[src/rtl/lif_neuron_update.sv]
// LIF membrane update: leak, integrate, saturate and threshold prev_state into state,
// plus the registered spike pulse, refractory counter and saturating spike counter.
module lif_neuron_update #(
  parameter int unsigned THRESHOLD     = 200,
  parameter int unsigned REST          = 0,
  parameter int unsigned LEAK_SHIFT    = 1,
  parameter int unsigned REFRAC_CYCLES = 4
) (
  input  logic       clk,
  input  logic       reset_n,
  input  logic       en,
  input  logic [7:0] current,
  input  logic [7:0] prev_state,
  output logic [7:0] state,
  output logic       spike,
  output logic       refrac,
  output logic [7:0] spike_count
);

  localparam logic [7:0] THRESH_V = 8'(THRESHOLD);
  localparam logic [7:0] REST_V   = 8'(REST);
  localparam logic [7:0] REFRAC_V = 8'(REFRAC_CYCLES);

  logic [7:0] decayed;
  logic [8:0] sum;
  logic [7:0] sum_sat;
  logic [7:0] refrac_cnt;
  logic       fire;

  // Leak subtracts a shifted copy of itself, so it can never underflow.
  assign decayed = prev_state - (prev_state >> LEAK_SHIFT);
  assign sum     = {1'b0, decayed} + {1'b0, current};
  assign sum_sat = sum[8] ? 8'hFF : sum[7:0];
  assign refrac  = (refrac_cnt != 8'd0);
  assign fire    = en && reset_n && !refrac && (sum_sat >= THRESH_V);

  always_comb begin
    state = sum_sat;
    if (!reset_n)    state = REST_V;
    else if (!en)    state = prev_state;
    else if (refrac) state = REST_V;
    else if (fire)   state = REST_V;
  end

  always_ff @(posedge clk) begin
    if (!reset_n) begin
      refrac_cnt  <= 8'd0;
      spike       <= 1'b0;
      spike_count <= 8'd0;
    end else begin
      spike <= fire;
      if (en && fire)        refrac_cnt <= REFRAC_V;
      else if (en && refrac) refrac_cnt <= refrac_cnt - 8'd1;
      if (fire && spike_count != 8'hFF) spike_count <= spike_count + 8'd1;
    end
  end

endmodule

[config.mk]
export PLATFORM = sky130hd
export DESIGN_NAME = lif_neuron_update
export DESIGN_NICKNAME = d
export VERILOG_FILES = /design/src/rtl/lif_neuron_update.sv
export SDC_FILE = /design/constraint.sdc
export NUM_CORES = 1
export LEC_CHECK = 0
export CAP_MARGIN = 30
export CORE_MARGIN = 2
export CORE_UTILIZATION = 30
export DETAILED_ROUTE_END_ITERATION = 8
export GPL_TIMING_DRIVEN = 0
export HOLD_SLACK_MARGIN = 0.08
export PLACE_DENSITY_LB_ADDON = 0.05
export SLEW_MARGIN = 0
export SYNTH_ARGS = -nofsm -noshare
export SYNTH_HDL_FRONTEND = slang
export SYNTH_SLANG_ARGS = --single-unit
[constraint.sdc]
create_clock -name clk -period 8.8 [get_ports clk]
set_input_delay 1.76 -clock clk [delete_from_list [all_inputs] [get_ports clk]]
set_output_delay 1.76 -clock clk [all_outputs]
set_load 0.01 [all_outputs]
==> impl_results.md <==
- Status: finished, final reports clean
- Routed wirelength normalized by instance count: 12.1 um
- DRC: 0
- Count of TritonRoute iterations in the first routing pass: 4
- Vias: 1468
- Top-level port count: 37
- Setup Viol. Count Final: 0
- Endpoint type of the worst setup path: output pin
- Critical path startpoint: prev_state[2]
- Commonest non-fill, non-tap cells in the layout: 36 x sky130_fd_sc_hd__clkdlybuf4s50_1, 21 x sky130_fd_sc_hd__inv_1, 17 x sky130_fd_sc_hd__nor2_1, 17 x sky130_fd_sc_hd__ha_1, 17 x sky130_fd_sc_hd__dfxtp_1
- Area of the placeable core: between 0.005 and 0.006 sq mm
- TritonCTS buffer count: 3
- Port-buffer cells: 36
- Clock latency on the worst-skew pair: 250 ps
- Critical path peak fanout: 6
- Clk pin slew, worst setup/hold paths: 70 ps
- Starting density of the core: 0.311
- Gate count after technology mapping: ~200
- Switching power share of the total: 0.416
- Global router's overall resource usage: 0.131
- Antenna violations before repair: 0
- Synthesized area per cell: between 8 and 9 sq um
- Final period demand of the worst path: slightly above 8000 ps
- Post-synthesis instance area: 0.00159 sq mm
- Final number of max-transition violations: 0
- Ant diodes: 0
- CP required: 7040 ps
- Die extent in y: roughly 77 um
- Deepest clock path buffer count: 2
- Nets in the synthesized netlist: 235
- Aggregate global routing overflow: 0
- Setup tns final: 0 ps
- Number of register bits inferred by synthesis: 17
- Classification of the worst setup path: in2out
- Number of sinks handled by clock tree synthesis: 17
- Post-route clock period utilization: 0.920
- Worst min path class: reg2reg
- Part of the total power dissipated in sequential elements: 0.259
- Maximum operating frequency: 0.124 GHz
- Headroom to the max-slew limit: 0.527
- Critical Path Source Type: primary input
- Setup repair after global routing missed its margin: no
- Fraction of final layout cells with drive strength greater than 1: 0.0717
- Most common library cell in the layout ignoring fill and taps: sky130_fd_sc_hd__clkdlybuf4s50_1
- Final weighted congestion in routability-driven placement: 0.749
- Overall power: 0.000434 W
- Startpoint of the most critical hold path: spike_count[4]$_SDFFE_PN0P_
- Final setup skew: 1.39 ps
- CTS hold repair buffers: 0
- PD cells: approximately 210 mW/mm^2
- Critical path arrival: around 6300 ps
- # H-tree levels: 1
- Die Outline Area: slightly below 0.006 sq mm
- Post-detail-place hpwl: slightly below 3000 um
- Via count of the first global-routing pass: 1421
- Post-CTS setup-driven buffer insertion count: 0
- Initial detailed-routing violation count: 53
- Antenna viol nets, final: 0
- Die width: 76.8 um
- Share of flip-flops with an asynchronous set or reset after synthesis: 0
- Sequential fraction of the synthesis area: 0.214
- Commonest register cell after synthesis: sky130_fd_sc_hd__dfxtp_1
- Net count reported at finish: 276
- Net switching power figure: 0.000181 W
- Number of flops mapped to enable cells by yosys: 0
- MaxCap Viol Count: 0
- Row count: 26
- CTS tree: built
- Peak ir drop on the vdd network: 0.152 mV
- Global-route wire length before repair: 6430 um
- Via density per instance: ~4.8
- Gate power share: 0.603
- RR Startpoint: refrac_cnt[3]$_SDFFE_PP0P_
- Post-CTS resize count: 0
- Leakage power total: 0.872 nW
- Worst-margin pin slew: approximately 710 ps
- Routed Wire Length: 3710 um
- Largest net degree at the start of global routing: 11
- P&R area growth vs syn: 31.0%
- Clock share of power: 0.138
- Internal power of the cells: 0.000254 W
- Number of warning messages in the yosys log: 0
- Number of library cell types mapped by synthesis: 45
- Cell at the root of the clock tree: sky130_fd_sc_hd__clkbuf_8
- Number of hold violations in the final report: 0
## per-stage QoR
stage	utilization	cell area [sq um]	hold slack [ps]	setup WS, ps	cells
floorplan	-	1590	485	2350	197
global route	0.407	2080	524	366	307
finish	0.407	2080	496	706	307
detailed placement	0.399	2040	488	674	303
global placement	0.399	2040	487	623	303
CTS	0.407	2080	499	654	307
## sequential cells by signal, indices dropped and copies added (netlist names)
signal	flops
refrac_cnt	8
spike	1
spike_count	8
## metal layers
metal | up-vias | wire length, um | global-route usage
li1 | 771 | - | -
met1 | 667 | 1910 | 0.180
met2 | 24 | 1600 | 0.202
met3 | 6 | 122 | 0.0165
met4 | 0 | 79 | 0.0600
met5 | - | 0 | 0
## layout make-up
type                            count  area [sq um]
Fill cell                         553          3030
Sequential cell                    17           340
Multi-Input combinational cell    156          1160
Tap cell                           70          87.6
Clock buffer                        4          45.0
Timing Repair Buffer               36           360
Inverter                           21          78.8
Buffer                              3          12.5
## power groups by stage
stage / Combinational [W] / Clock, W / Sequential (W)
6_report: 0.000262 / 0.0000600 / 0.000112
5_1_grt: 0.000293 / 0.0000647 / 0.000115
3_3_place_gp: 0.000264 / 0 / 0.000114
2_1_floorplan: 0.000191 / 0 / 0.000112
4_1_cts: 0.000265 / 0.0000619 / 0.000112
3_5_place_dp: 0.000263 / 0 / 0.000114
## path summary, 6_finish.rpt
kind	endpoint	slack, ps	cells after the start
min reg2reg	spike_count[4]$_SDFFE_PN0P_	500	2
max reg2reg	spike_count[3]$_SDFFE_PN0P_	6530	7
max	state[2]	710	18
min	spike_count[4]$_SDFFE_PN0P_	500	2
## Yosys cell counts, types with 2 or more instances
cell type	count	area (sq um)
sky130_fd_sc_hd__nand3_1	7	35.0
sky130_fd_sc_hd__or3_1	2	12.5
sky130_fd_sc_hd__nand2_1	16	60.1
sky130_fd_sc_hd__a21o_1	4	30.0
sky130_fd_sc_hd__a22o_1	6	52.6
sky130_fd_sc_hd__o21bai_1	3	22.5
sky130_fd_sc_hd__a21oi_2	2	17.5
sky130_fd_sc_hd__clkbuf_1	2	7.51
sky130_fd_sc_hd__nand2b_1	6	37.5
sky130_fd_sc_hd__inv_1	21	78.8
sky130_fd_sc_hd__nor3_1	4	20.0
sky130_fd_sc_hd__mux2i_1	3	30.0
sky130_fd_sc_hd__a211o_1	2	17.5
sky130_fd_sc_hd__o221a_2	2	22.5
sky130_fd_sc_hd__fa_1	2	40.0
sky130_fd_sc_hd__xor2_1	6	52.6
sky130_fd_sc_hd__a21oi_1	14	70.1
sky130_fd_sc_hd__nand4b_1	2	17.5
sky130_fd_sc_hd__ha_1	17	213
sky130_fd_sc_hd__xnor2_1	13	114
sky130_fd_sc_hd__nor3_2	2	20.0
sky130_fd_sc_hd__o21ai_0	6	30.0
sky130_fd_sc_hd__dfxtp_1	17	340
sky130_fd_sc_hd__nor2_1	17	63.8
## logic make-up (layout without fill, tap and decap cells)
group,Yosys count,count (layout),synth area share
mux,4,4,0.0284
xor+xnor,19,19,0.105
buf+inv,24,64,0.0575
flops,17,17,0.214
fa+ha+maj,19,19,0.159
simple gates,66,66,0.218
compound gates,48,48,0.218
## worst max-delay path, cell delays in order
cell                              delay, ps
sky130_fd_sc_hd__clkdlybuf4s50_1        560
sky130_fd_sc_hd__inv_1                   60
sky130_fd_sc_hd__ha_1                   270
sky130_fd_sc_hd__a21o_1                 180
sky130_fd_sc_hd__a21oi_1                230
sky130_fd_sc_hd__o21bai_1               110
sky130_fd_sc_hd__a21oi_1                220
sky130_fd_sc_hd__o21ai_0                140
sky130_fd_sc_hd__xnor2_1                150
sky130_fd_sc_hd__ha_1                   350
sky130_fd_sc_hd__and2b_2                250
sky130_fd_sc_hd__a21boi_0               120
sky130_fd_sc_hd__a211o_1                310
sky130_fd_sc_hd__o32ai_2                280
sky130_fd_sc_hd__a21oi_1                150
sky130_fd_sc_hd__nor3_2                 420
sky130_fd_sc_hd__a22o_1                 210
sky130_fd_sc_hd__clkdlybuf4s50_1        530
(Power assumes the default switching activity.)
